File: src/rtl/rect_reader_if.sv
// ---------------------------------------------------------------------------
// rect_reader_if : request/result and framebuffer read-port bundle.
// Revision: 1.0
// ---------------------------------------------------------------------------
`default_nettype none

interface rect_reader_if #(
  parameter int COLOUR_BITS = 3
);
  logic                   start;
  logic [9:0]             x;
  logic [8:0]             y;
  logic [9:0]             width;
  logic [8:0]             height;
  logic [COLOUR_BITS-1:0] exp_colour;

  logic [9:0]             rd_x;
  logic [8:0]             rd_y;
  logic                   rd_en;
  logic [COLOUR_BITS-1:0] rd_colour;

  logic                   busy;
  logic                   done;
  logic [18:0]            match_count;
  logic [18:0]            read_count;
  logic                   all_match;
  logic                   clipped;

  // The master side is both the requester and the framebuffer.
  modport master (
    output start, x, y, width, height, exp_colour, rd_colour,
    input  rd_x, rd_y, rd_en, busy, done, match_count, read_count,
           all_match, clipped
  );

  modport slave (
    input  start, x, y, width, height, exp_colour, rd_colour,
    output rd_x, rd_y, rd_en, busy, done, match_count, read_count,
           all_match, clipped
  );
endinterface

`default_nettype wire

File: src/rtl/rect_reader.sv
// ---------------------------------------------------------------------------
// rect_reader : raster-scans a framebuffer rectangle and counts colour matches.
// Revision: 1.0
// ---------------------------------------------------------------------------
`default_nettype none

module rect_reader #(
  parameter int COLOUR_BITS = 3,
  parameter int SCREEN_W    = 640,
  parameter int SCREEN_H    = 480
) (
  input wire logic     clock,
  input wire logic     reset,
  rect_reader_if.slave bus
);

  typedef enum logic [1:0] {
    S_IDLE  = 2'd0,
    S_SCAN  = 2'd1,
    S_DRAIN = 2'd2,
    S_DONE  = 2'd3
  } state_t;

  localparam logic [10:0] C_SCREEN_W = 11'(SCREEN_W);
  localparam logic [9:0]  C_SCREEN_H = 10'(SCREEN_H);

  state_t                 state_q;
  logic [10:0]            x0_q, xend_q, cx_q;
  logic [9:0]             yend_q, cy_q;
  logic [COLOUR_BITS-1:0] exp_q;
  logic                   rd_en_q, rd_vld_q;
  logic [9:0]             rd_x_q;
  logic [8:0]             rd_y_q;
  logic [18:0]            match_q, read_q;
  logic                   clipped_q, busy_q, done_q;

  logic [10:0]            nx_d;
  logic [9:0]             ny_d;
  logic                   last_pix;
  logic                   next_on;
  logic                   first_on;
  logic                   zero_size;

  // Coordinates are widened by one bit so x+width-1 / y+height-1 never wrap.
  always_comb begin
    last_pix = (cx_q == xend_q) && (cy_q == yend_q);
    if (cx_q == xend_q) begin
      nx_d = x0_q;
      ny_d = cy_q + 10'd1;
    end else begin
      nx_d = cx_q + 11'd1;
      ny_d = cy_q;
    end
  end

  assign next_on   = (nx_d < C_SCREEN_W) && (ny_d < C_SCREEN_H);
  assign first_on  = ({1'b0, bus.x} < C_SCREEN_W) && ({1'b0, bus.y} < C_SCREEN_H);
  assign zero_size = (bus.width == 10'd0) || (bus.height == 9'd0);

  always_ff @(posedge clock) begin
    if (reset) begin
      state_q   <= S_IDLE;
      x0_q      <= '0;
      xend_q    <= '0;
      cx_q      <= '0;
      yend_q    <= '0;
      cy_q      <= '0;
      exp_q     <= '0;
      rd_en_q   <= 1'b0;
      rd_vld_q  <= 1'b0;
      rd_x_q    <= '0;
      rd_y_q    <= '0;
      match_q   <= '0;
      read_q    <= '0;
      clipped_q <= 1'b0;
      busy_q    <= 1'b0;
      done_q    <= 1'b0;
    end else begin
      done_q   <= 1'b0;
      rd_vld_q <= rd_en_q;
      // Read data arrives one cycle after its strobe.
      if (rd_vld_q) begin
        read_q <= read_q + 19'd1;
        if (bus.rd_colour == exp_q) match_q <= match_q + 19'd1;
      end

      unique case (state_q)
        S_IDLE: begin
          if (bus.start) begin
            x0_q      <= {1'b0, bus.x};
            cx_q      <= {1'b0, bus.x};
            xend_q    <= {1'b0, bus.x} + {1'b0, bus.width} - 11'd1;
            cy_q      <= {1'b0, bus.y};
            yend_q    <= {1'b0, bus.y} + {1'b0, bus.height} - 10'd1;
            exp_q     <= bus.exp_colour;
            match_q   <= '0;
            read_q    <= '0;
            clipped_q <= 1'b0;
            if (zero_size) begin
              state_q <= S_DONE;
              done_q  <= 1'b1;
            end else begin
              state_q <= S_SCAN;
              busy_q  <= 1'b1;
              rd_en_q <= first_on;
              if (first_on) begin
                rd_x_q <= bus.x;
                rd_y_q <= bus.y;
              end else begin
                clipped_q <= 1'b1;
              end
            end
          end
        end

        S_SCAN: begin
          if (last_pix) begin
            state_q <= S_DRAIN;
            rd_en_q <= 1'b0;
          end else begin
            cx_q    <= nx_d;
            cy_q    <= ny_d;
            rd_en_q <= next_on;
            if (next_on) begin
              rd_x_q <= nx_d[9:0];
              rd_y_q <= ny_d[8:0];
            end else begin
              clipped_q <= 1'b1;
            end
          end
        end

        S_DRAIN: begin
          state_q <= S_DONE;
          busy_q  <= 1'b0;
          done_q  <= 1'b1;
        end

        S_DONE: begin
          state_q <= S_IDLE;
        end

        default: begin
          state_q <= S_IDLE;
        end
      endcase
    end
  end

  assign bus.rd_x        = rd_x_q;
  assign bus.rd_y        = rd_y_q;
  assign bus.rd_en       = rd_en_q;
  assign bus.busy        = busy_q;
  assign bus.done        = done_q;
  assign bus.match_count = match_q;
  assign bus.read_count  = read_q;
  assign bus.all_match   = (match_q == read_q);
  assign bus.clipped     = clipped_q;

endmodule

`default_nettype wire

File: src/flat_wrapper.sv
// flat-port wrapper written by rule: the top's interface ports become plain ports
module rect_reader_flat 
#(
  parameter int COLOUR_BITS = 3,
  parameter int SCREEN_W    = 640,
  parameter int SCREEN_H    = 480
)
  (clock, reset, bus_start, bus_x, bus_y, bus_width, bus_height, bus_exp_colour, bus_rd_colour, bus_rd_x, bus_rd_y, bus_rd_en, bus_busy, bus_done, bus_match_count, bus_read_count, bus_all_match, bus_clipped);
  rect_reader_if #(.COLOUR_BITS(COLOUR_BITS)) bus_i ();
  input wire logic clock;
  input wire logic reset;
  input wire logic [$bits(bus_i.start)-1:0] bus_start;
  input wire logic [$bits(bus_i.x)-1:0] bus_x;
  input wire logic [$bits(bus_i.y)-1:0] bus_y;
  input wire logic [$bits(bus_i.width)-1:0] bus_width;
  input wire logic [$bits(bus_i.height)-1:0] bus_height;
  input wire logic [$bits(bus_i.exp_colour)-1:0] bus_exp_colour;
  input wire logic [$bits(bus_i.rd_colour)-1:0] bus_rd_colour;
  output wire logic [$bits(bus_i.rd_x)-1:0] bus_rd_x;
  output wire logic [$bits(bus_i.rd_y)-1:0] bus_rd_y;
  output wire logic [$bits(bus_i.rd_en)-1:0] bus_rd_en;
  output wire logic [$bits(bus_i.busy)-1:0] bus_busy;
  output wire logic [$bits(bus_i.done)-1:0] bus_done;
  output wire logic [$bits(bus_i.match_count)-1:0] bus_match_count;
  output wire logic [$bits(bus_i.read_count)-1:0] bus_read_count;
  output wire logic [$bits(bus_i.all_match)-1:0] bus_all_match;
  output wire logic [$bits(bus_i.clipped)-1:0] bus_clipped;
  assign bus_i.start = bus_start;
  assign bus_i.x = bus_x;
  assign bus_i.y = bus_y;
  assign bus_i.width = bus_width;
  assign bus_i.height = bus_height;
  assign bus_i.exp_colour = bus_exp_colour;
  assign bus_i.rd_colour = bus_rd_colour;
  assign bus_rd_x = bus_i.rd_x;
  assign bus_rd_y = bus_i.rd_y;
  assign bus_rd_en = bus_i.rd_en;
  assign bus_busy = bus_i.busy;
  assign bus_done = bus_i.done;
  assign bus_match_count = bus_i.match_count;
  assign bus_read_count = bus_i.read_count;
  assign bus_all_match = bus_i.all_match;
  assign bus_clipped = bus_i.clipped;
  rect_reader #(.COLOUR_BITS(COLOUR_BITS), .SCREEN_W(SCREEN_W), .SCREEN_H(SCREEN_H)) u_core (.clock(clock), .reset(reset), .bus(bus_i));
endmodule
File: config.mk
export PLATFORM = sky130hd
export DESIGN_NAME = rect_reader_flat
export DESIGN_NICKNAME = d
export VERILOG_FILES = /design/src/rtl/rect_reader_if.sv /design/src/rtl/rect_reader.sv /design/src/flat_wrapper.sv
export SDC_FILE = /design/constraint.sdc
export NUM_CORES = 1
export LEC_CHECK = 0
export BUFFER_PORTS_ARGS = -buffer_cell sky130_fd_sc_hd__buf_2
export CORE_ASPECT_RATIO = 1.1
export CORE_MARGIN = 3
export CORE_UTILIZATION = 45
export DETAILED_ROUTE_END_ITERATION = 10
export GPL_TIMING_DRIVEN = 0
export HOLD_SLACK_MARGIN = 0.03
export PLACE_DENSITY = 0.8
export SLEW_MARGIN = 30
export SYNTH_ARGS = -nofsm -noshare
export SYNTH_HDL_FRONTEND = slang
export SYNTH_SLANG_ARGS = --single-unit
File: constraint.sdc
create_clock -name clock -period 2.7 [get_ports clock]
set_input_delay 0.135 -clock clock [delete_from_list [all_inputs] [get_ports clock]]
set_output_delay 0.135 -clock clock [all_outputs]
set_load 0.01 [all_outputs]
# Word level (Yosys, flattened, before mapping)
# Index checks and enable logic that the tools add are counted.
[classes]
mux = 47
add_sub_neg = 8
n_eq_ne = 14
n_reduce_logical = 16
order_cmp = 4
[ops]
columns = ["cell", "count"]
rows = [
  ["$mux W19", 7],
  ["$mux W10", 8],
  ["$mux W9", 5],
  ["$pmux W10 S2", 2],
  ["$add A19 B1 Y19 const B", 2],
  ["$mux W11", 3],
  ["$pmux W11 S2", 1],
  ["$eq A19 B19 Y1", 1],
  ["$pmux W9 S2", 1],
  ["$mux W1", 12],
  ["$add A10 B10 Y11", 1],
  ["$add A11 B1 Y11 const B", 1],
  ["$eq A11 B11 Y1", 1],
  ["$lt A11 B10 Y1 const B", 1],
  ["$sub A11 B1 Y11 const B", 1],
  ["$add A10 B1 Y10 const B", 1],
  ["$add A9 B9 Y10", 1],
  ["$eq A10 B10 Y1", 1],
  ["$logic_not A10 Y1", 1],
  ["$lt A10 B10 Y1 const B", 1],
  ["$lt A10 B9 Y1 const B", 1],
  ["$sub A10 B1 Y10 const B", 1],
  ["$logic_not A9 Y1", 1],
  ["$lt A9 B9 Y1 const B", 1],
  ["other kinds (16)", 33],
]
[totals]
output_inout_bits = 62
word_cells = 105
reg_bits = 119
inputBits = 47

# Logic depth before layout (Yosys ltp)
# Gate-level depths: netlist of run 1.
[depth]
ltp_word = 7
ltp_mapped = 13
mapped_depth_nobuf = 13

# Worst setup path before layout of run 1
# OpenSTA, ideal clock, no wires.
[synth_timing]
path_kind = "input to register"
from = "input port bus_x[2]"
to = "register u_core.xend_q[10]"
n_path_buf = 0
required_time_ps = 2578
setup_ps = 122
slack_ps = 98
stages = 11
arrival_time_ps = 2480
path_cell_list = "inv_1 > ha_1 > inv_1 > ha_1 > a21o_1 > a21oi_1 > o21ai_0 > a2111oi_0 > o31ai_1 > mux2i_1 > a311o_1"
[synth_between]
elab_chain_cells = 2
[synth_rtl]
columns = ["element", "line", "rtl"]
rows = [
  ["start, declared", "flat_wrapper.sv:13", "input wire logic [$bits(bus_i.x)-1:0] bus_x;"],
  ["$add A10 B10 Y11", "rect_reader.sv:92", "xend_q <= {1'b0, bus.x} + {1'b0, bus.width} - 11'd1;"],
  ["$sub A11 B1 Y11", "rect_reader.sv:92", ""],
  ["end signal, assigned", "rect_reader.sv:92", ""],
  ["end, declared", "rect_reader.sv:28", "logic [10:0] x0_q, xend_q, cx_q;"],
]
# No other way between the ends.
# A chain may end at the register's enable or synchronous reset.

# Worst setup path after layout of run 1
[layout_timing]
from = "register u_core.cx_q[10]"
to = "register u_core.rd_x_q[5], in the netlist u_core.bus.rd_x[5]"
[layout_between]
elab_chain_cells = 6
elab_cells_between_ends = 14
classes_between = "add/sub (1); order compare (2); eq/ne (3); mux (5); reduce/logical (3)"
[layout_rtl]
columns = ["element", "line", "rtl"]
rows = [
  ["start, declared", "rect_reader.sv:28", ""],
  ["start signal, assigned", "rect_reader.sv:91", "cx_q <= {1'b0, bus.x};"],
  ["start signal, assigned", "rect_reader.sv:121", "cx_q <= nx_d;"],
  ["$add A11 B1 Y11 / $eq A11 B11 Y1 (equally long branches)", "rect_reader.sv:51, rect_reader.sv:46, rect_reader.sv:47", ""],
  ["$mux W11 / $mux W10 (equally long branches)", "rect_reader.sv:47", "if (cx_q == xend_q) begin"],
  ["$lt A11 B10 Y1 / $lt A10 B9 Y1 (equally long branches)", "rect_reader.sv:56", "assign next_on = (nx_d < C_SCREEN_W) && (ny_d < C_SCREEN_H);"],
  ["$logic_and A1 B1 Y1", "rect_reader.sv:56", ""],
  ["$ne A2 B1 Y1 (no source line)", "--", ""],
  ["$reduce_and A6 Y1 (no source line)", "--", ""],
  ["end signal, assigned", "rect_reader.sv:107", "rd_x_q <= bus.x;"],
  ["end signal, assigned", "rect_reader.sv:125", "rd_x_q <= nx_d[9:0];"],
  ["end, declared", "rect_reader.sv:32", "logic [9:0] rd_x_q;"],
]
# Several ways; a longest one is shown, not always the timed one. The select of a mux whose other input is x is not followed.

==> summary.md, run 1 <==
| Metric | Value |
|---|---|
| Type of the worst setup path | reg2reg |
| Hold Startpoint | bus_y[0] |
| Setup violators final | 7 |
| Max-slew violation count | 0 |
| Max_cap viols | 0 |
| Worst setup EP type | register |
| Setup repair after global routing missed its margin | yes |
| Xor and xnor area share after synthesis | 11.7% |
| Top-area cell type share of the netlist area | 33.1% |
| Clock latency on the worst-skew pair | 430 ps |
| # nets final | 1131 |
| Setup ws final | -16.8 ps |
| Outcome | finished, violations left |
| Synth Area in Adders | 8.03% |
| First-pass GRT wire length | 32300 microns |
| Total wire length | 21200 microns |
| Synth area leaders | dfxtp_1, ha_1, xor2_1 |
| Clock Tree Root | clkbuf_16 |
| Most used DFF post-synth | dfxtp_1 |
| Total track usage | 22.7% |
| IO Port Bufs | 108 |
| Cells after DPL | 1189 |
| Grt total ovfl | 0 |
| Post-Synth Simple-Gate Area | 21.7% |
| Worst path max stage delay | 470 ps |
| TritonCTS Sinks | 119 |
| First-pass DRT Iterations | 6 |
| FF-to-FF path depth | 8 |
| Antenna diodes | 0 |
| Fin crit share | 101% |
| WP data required | 3020 ps |
| Reg-to-Reg Start | u_core.cx_q[10] |
| Post-route ant nets | 0 |
| Mux cell area share after synthesis | 7.94% |
| Max stage delay cell, worst path | dfxtp_1 |
| Async S/R FF share, synth | 0% |
| Remaining DRCs | 0 |
| Worst vdd ir | 0.000607 V |
| Cell Count, Final, Fillers Out | 1248 |
| Worst slew pin tran | 837 ps |
| Post-synthesis sequential area ratio | 33.1% |
| Die height | 139 microns |
| Std-Cell Rows | 47 |
| Post-synthesis cell area | 7200 sq um |
| Flip-flop and latch count after synthesis | 119 |
| Gpl congestion | 0.926 |
| Worst hold path stage count | 4 |
| Routed len/inst | 17.0 microns |
| Area added between synthesis and finish | 25.8% |
| Die ar. | 17600 sq um |
| Max Clock Freq | 368 MHz |
| Vias | 6975 |
| Detail Placement HPWL | 14900 microns |
| CP Max Fanout | 5 |
| Vias in the first global route | 6573 |
| Fin crit period | 2720 ps |
| Largest net degree at the start of global routing | 17 |
| Synth Warn # | 0 |
| Initial core utilization | 46.9% |
| Syn nets | 977 |
| Worst min path class | in2reg |
| Critical Path Source Type | register |
| Critical Path AT | 3030 ps |
| Pleak | 4.18 nW |
| Number of buffers created by CTS | 17 |
| Die X | 127 microns |
| Share of layout cells above drive strength 1 | 21.0% |
| Clock skew | 5.28 ps |
| Drt via density | 5.59 |
| Synth unique cells | 60 |
| Boundary Pins | 109 |
| Synth Area in Compound Gates | 10.2% |
| Failing checks | setup timing |
| CTS tree | built |
| CTS H-tree depth | 4 |
| Synthesized instance count | 885 |
| Post-synth EDFFs | 0 |
| PD cells | 782 nW/um^2 |
| DR iter-0 viols | 654 |
| Worst reg2reg endpoint | u_core.bus.rd_x[5] |
| Final Hold Vio Count | 0 |
| Largest family of logic cells by synthesized area | simple AND/OR/NAND/NOR gates |
| Area leader, netlist | dfxtp_1 |
| Mean post-synth cell area | 8.14 sq um |
| Initial antenna violation count | 0 |
| Setup slack, reg-to-reg | -20 ps |
| Worst rel slew slack | 44.2% |
| Final TNS setup | -89.6 ps |
| Hold path endpoint | u_core.yend_q[0] |
| Worst path cell trace | xnor2_2 -> nand3_2 -> nor4_2 -> xnor2_1 -> a211o_1 -> a32oi_2 -> buf_6 -> mux2_2 |
| CTS clk-pin slew, worst paths | 60 ps |
| Clk buf depth | 2 |
| Core box area | 15300 sq um |
==> state kept, by name, indices dropped and copies added, names as in the netlist, 2 cells and up <==
signal / count
u_core.bus.read_count: 19
u_core.bus.rd_x: 10
u_core.exp_q: 3
u_core.yend_q: 10
u_core.bus.match_count: 19
u_core.cx_q: 11
u_core.bus.rd_y: 9
u_core.xend_q: 11
u_core.cy_q: 10
u_core.x0_q: 10
u_core.state_q: 2
==> critical path: cells and delay by family, from the launching register on <==
kind,cells,cell delay (ps)
compound gates,2,670
xor+xnor,2,340
buf+inv,1,180
flops,1,470
mux,1,330
simple gates,2,600
==> worst max path at each step <==
stage,start,to,slack [ps],cells past startpoint
final,u_core.cx_q[10],u_core.bus.rd_x[5],-20,8
after CTS,u_core.cy_q[0],u_core.bus.rd_x[3],7,8
after detailed placement,bus_x[2],u_core.xend_q[10],-360,12
after floorplan,bus_x[2],u_core.xend_q[10],100,11
after global routing,u_core.cx_q[10],u_core.bus.rd_x[5],-110,8
after global placement,bus_height[6],u_core.bus.rd_x[5],-310,9
==> synth_stat cells, drive strengths merged (7+ instances only) <==
library cell	count
clkbuf	31
nand2	97
nor4	13
o21ai	15
mux2i	38
inv	89
nor3	9
nor2b	14
nand3	27
and2	7
a211oi	12
nor2	91
nand4	22
buf	10
and3	12
or3	7
dfxtp	119
ha	43
a21oi	50
mux2	17
and4	11
xnor2	41
xor2	54
a31oi	8
==> cells by family after synthesis <==
kind of cell | after synthesis
mux | 55
simple gates | 323
fa+ha+maj | 45
compound gates | 117
flops | 119
xor+xnor | 95
buf+inv | 131
==> routing by layer <==
metal	GRT usage, %	wire [microns]	vias to the layer above
li1	-	-	3310
met4	10.1	889	0
met2	39.3	10400	334
met1	27.3	8410	3256
met5	0	0	-
met3	4.08	1460	75
==> where the power goes <==
part	switching, mW	total (mW)	internal [mW]
logic	1.30	2.33	1.02
clock network	0.840	2.50	1.66
registers	0.240	2.26	2.02
==> placed cells by master, fill, tap and decap left out, types with 3 or more instances in the layout <==
| cell type | count |
|---|---|
| a211o_1 | 4 |
| nor2_1 | 91 |
| a21o_1 | 4 |
| mux2i_1 | 38 |
| and3_1 | 10 |
| or3_1 | 7 |
| buf_4 | 14 |
| buf_6 | 4 |
| nand2_1 | 96 |
| clkbuf_16 | 17 |
| clkbuf_1 | 32 |
| dfxtp_1 | 106 |
| nand4_1 | 22 |
| a31oi_1 | 8 |
| mux2_2 | 16 |
| nand3_1 | 25 |
| xor2_1 | 54 |
| xnor2_2 | 10 |
| xnor2_1 | 30 |
| buf_1 | 4 |
| o21a_1 | 3 |
| and4_1 | 9 |
| o31ai_1 | 4 |
| and2_1 | 6 |
| nor4_1 | 10 |
| clkinvlp_4 | 4 |
| buf_2 | 110 |
| ha_1 | 42 |
| nor4_2 | 3 |
| bufinv_16 | 5 |
| nor3_1 | 8 |
| nor2b_1 | 14 |
| dfxtp_2 | 11 |
| nand2b_1 | 4 |
| o21ai_0 | 15 |
| a21oi_1 | 50 |
| inv_1 | 89 |
| dlygate4sd3_1 | 13 |
| a211oi_1 | 12 |
==> metrics by stage <==
stage	area (sq um)	worst slack [ps]	util [%]	hold WS (ps)	power, mW
5_1_grt	9060	-107	59.0	96.7	7.39
2_1_floorplan	7200	98.1	-	271	3.66
6_report	9060	-16.8	59.0	85.9	7.09
3_3_place_gp	7990	-312	52.1	380	4.19
3_5_place_dp	8000	-362	52.1	386	4.23
4_1_cts	8810	6.85	57.4	83.8	6.78
==> cell type report <==
cell class	count	area [sq um]
fillers	1286	6290
multi-input cells	635	4450
flip-flops and latches	119	2400
repair buffers	136	787
clock buffers	20	447
inverters	90	338
well taps	196	245
clock inverters	12	199
plain buffers	40	191
==> repair_timing <==
action,4_1_cts,5_1_grt
endpoints found under the hold margin,13,0
endpoints found under the setup margin,19,21
gates resized for setup,7,40
pin swaps,2,13
hold buffers,13,0
gates cloned,0,1
buffers inserted,2,12
No activity file was read; power rests on OpenSTA's default activity.
==> inputs of run 2 (changes only) <==
- MAX_ROUTING_LAYER: default -> met4
- PLACE_DENSITY: 0.8 -> 0.77
- clock period: 2.7 -> 2.74 ns (I/O delays scaled with it)
==> run 2 against run 1 <==
Against the previous run:
- the flow now finishes without violations
- first-iteration DRC count is 24% lower
- sequential cell count stayed put
- fmax grew 1.0%
- critical path type unchanged
- critical endpoint is now u_core.bus.rd_x[6]
- highest routed layer unchanged
==> summary.md, run 2 (same netlist as run 1, synthesis figures left out) <==
| Metric | Value |
|---|---|
| Die ar. | 17600 sq um (unchanged) |
| Die height | 139 microns (unchanged) |
| Commonest non-fill, non-tap cell in the layout | dfxtp_1 |
| Post-route ant nets | 0 (unchanged) |
| CTS H-tree depth | 4 (unchanged) |
| Critical Path AT | 3000 ps (-30 ps) |
| Fill count | 1348 (+4.8%) |
| Detail Placement HPWL | 14800 microns (-0.88%) |
| DR iter-0 viols | 495 (-24%) |
| Setup violators final | 0 (-7) |
| First-pass DRT Iterations | 5 (-1) |
| Std-Cell Rows | 47 (unchanged) |
| Setup repair after global routing missed its margin | yes |
| Initial core utilization | 46.9% (unchanged) |
| WP data required | 3050 ps (+30 ps) |
| Worst vdd ir | 0.000570 V (-6.1%) |
| Core box area | 15300 sq um (unchanged) |
| Drt via density | 5.35 (-4.3%) |
| Register Area | 2390 sq um (-0.68%) |
| CTS clk-pin slew, worst paths | 50 ps (about the same) |
| Outcome | finished clean |
| Vias in the first global route | 6369 (-3.1%) |
| Max Clock Freq | 372 MHz (+1.0%) |
| Max-slew violation count | 0 (unchanged) |
| Die X | 127 microns (unchanged) |
| Pleak | 4.08 nW (-2.4%) |
| CTS tree | built |
| Worst slew pin tran | 947 ps (+110 ps) |
| Total track usage | 22.9% (+0.21 points) |
| Boundary Pins | 109 (unchanged) |
| Remaining DRCs | 0 (unchanged) |
| Fin crit share | 98.1% (-2.5 points) |
| Worst min path class | in2reg |
| Antenna diodes | 0 (unchanged) |
| Routed len/inst | 15.8 microns (-6.7%) |
| PD cells | 745 nW/um^2 (-4.7%) |
| Clock skew | 9.68 ps (+4.40 ps) |
| Clk buf depth | 2 (unchanged) |
| Initial antenna violation count | 0 (unchanged) |
| Largest net degree at the start of global routing | 17 (unchanged) |
| Gpl congestion | 0.978 (+5.7%) |
| # nets final | 1123 (-0.71%) |
| Highest-count cells in the layout ignoring fill and taps | dfxtp_1, buf_2, nand2_1, nor2_1, inv_1 |
| CP Max Fanout | 9 (+4) |
| Worst setup EP type | register |
| Number of buffers created by CTS | 17 (unchanged) |
| Fin crit period | 2690 ps (-27.8 ps) |
| Final Hold Vio Count | 0 (unchanged) |
| Final TNS setup | 0 ps (+89.6 ps) |
| IO Port Bufs | 108 (unchanged) |
| First-pass GRT wire length | 31600 microns (-2.2%) |
| Fin util | 57.6% (-1.5 points) |
| Type of the worst setup path | reg2reg |
| Total wire length | 19600 microns (-7.4%) |
| Max_cap viols | 0 (unchanged) |
| Clock Tree Root | clkbuf_16 |
| Critical Path Source Type | register |
| Area added between synthesis and finish | 22.6% |
| Share of layout cells above drive strength 1 | 18.5% (-2.5 points) |
| TritonCTS Sinks | 119 (unchanged) |
| Clock latency on the worst-skew pair | 430 ps (about the same) |
| Vias | 6627 (-5.0%) |
| Multi-input gate area | 4350 sq um (-2.4%) |
| Worst rel slew slack | 36.2% (-8.0 points) |
| Grt total ovfl | 0 (unchanged) |
==> run 2: cell types whose count changed in the layout (fill, tap and decap cells not counted), sizes merged <==
cell / previous run / this run
clkinvlp: 4 / 5
buf: 133 / 124
bufinv: 5 / 3
clkinv: 3 / 4
==> run 2: worst max-delay path, cell delays in order, from the launching register on <==
cell and delay [ps]:
dfxtp_1 310, buf_6 130, xnor2_1 220, and3_2 290, nand3_4 140, or3_1 400
a211o_1 350, a32oi_2 200, buf_6 190, mux2_2 350
==> run 2: final timing paths <==
path                                     start                 end  slack (ps)  cells after the start
worst max-delay path            u_core.cx_q[7]  u_core.bus.rd_x[6]          50                      9
worst min-delay path                  bus_y[0]    u_core.yend_q[0]         100                      4
worst max register to register  u_core.cx_q[7]  u_core.bus.rd_x[6]          50                      9
worst min register to register  u_core.x0_q[6]      u_core.x0_q[6]         460                      2
==> run 2: cell type report <==
class	count	area share [%]
repair buffers	127	8.10
well taps	196	2.78
clock buffers	19	5.13
plain buffers	41	2.22
multi-input cells	635	49.2
flip-flops and latches	119	27.0
clock inverters	12	1.71
inverters	90	3.82
==> run 2: timing repair <==
item                       4_1_cts  5_1_grt
pin swaps                        2        1
setup endpoints to repair       17       18
resized for setup                5       12
hold buffers                    13        0
hold endpoints to repair        13        0
setup buffers                    2        4
==> run 2: report_power, final <==
group          switching (mW)  internal (mW)  total [mW]
logic                    1.21          0.899        2.11
clock network           0.824           1.47        2.29
registers               0.207           1.98        2.19
==> run 2: metal layers <==
metal / up-vias / part of all wire [%] / global-route usage (%)
met5: - / 0 / -
met4: 0 / 3.0 / 10.5
met1: 3077 / 42 / 27.1
met2: 217 / 49 / 37.6
met3: 46 / 5.5 / 4.20
li1: 3287 / - / -
==> run 2: stage by stage <==
stage / hold slack [ps] / instance area, sq um / worst slack, ps / power [mW] / cells
2_1_floorplan: 273 / 7200 / 136 / 3.60 / 885
3_3_place_gp: 385 / 7990 / -345 / 4.13 / 1189
3_5_place_dp: 387 / 8000 / -314 / 4.18 / 1189
4_1_cts: 95.2 / 8760 / 4.90 / 6.52 / 1235
5_1_grt: 127 / 8830 / -15.8 / 6.90 / 1239
6_report: 101 / 8830 / 51.0 / 6.58 / 1239
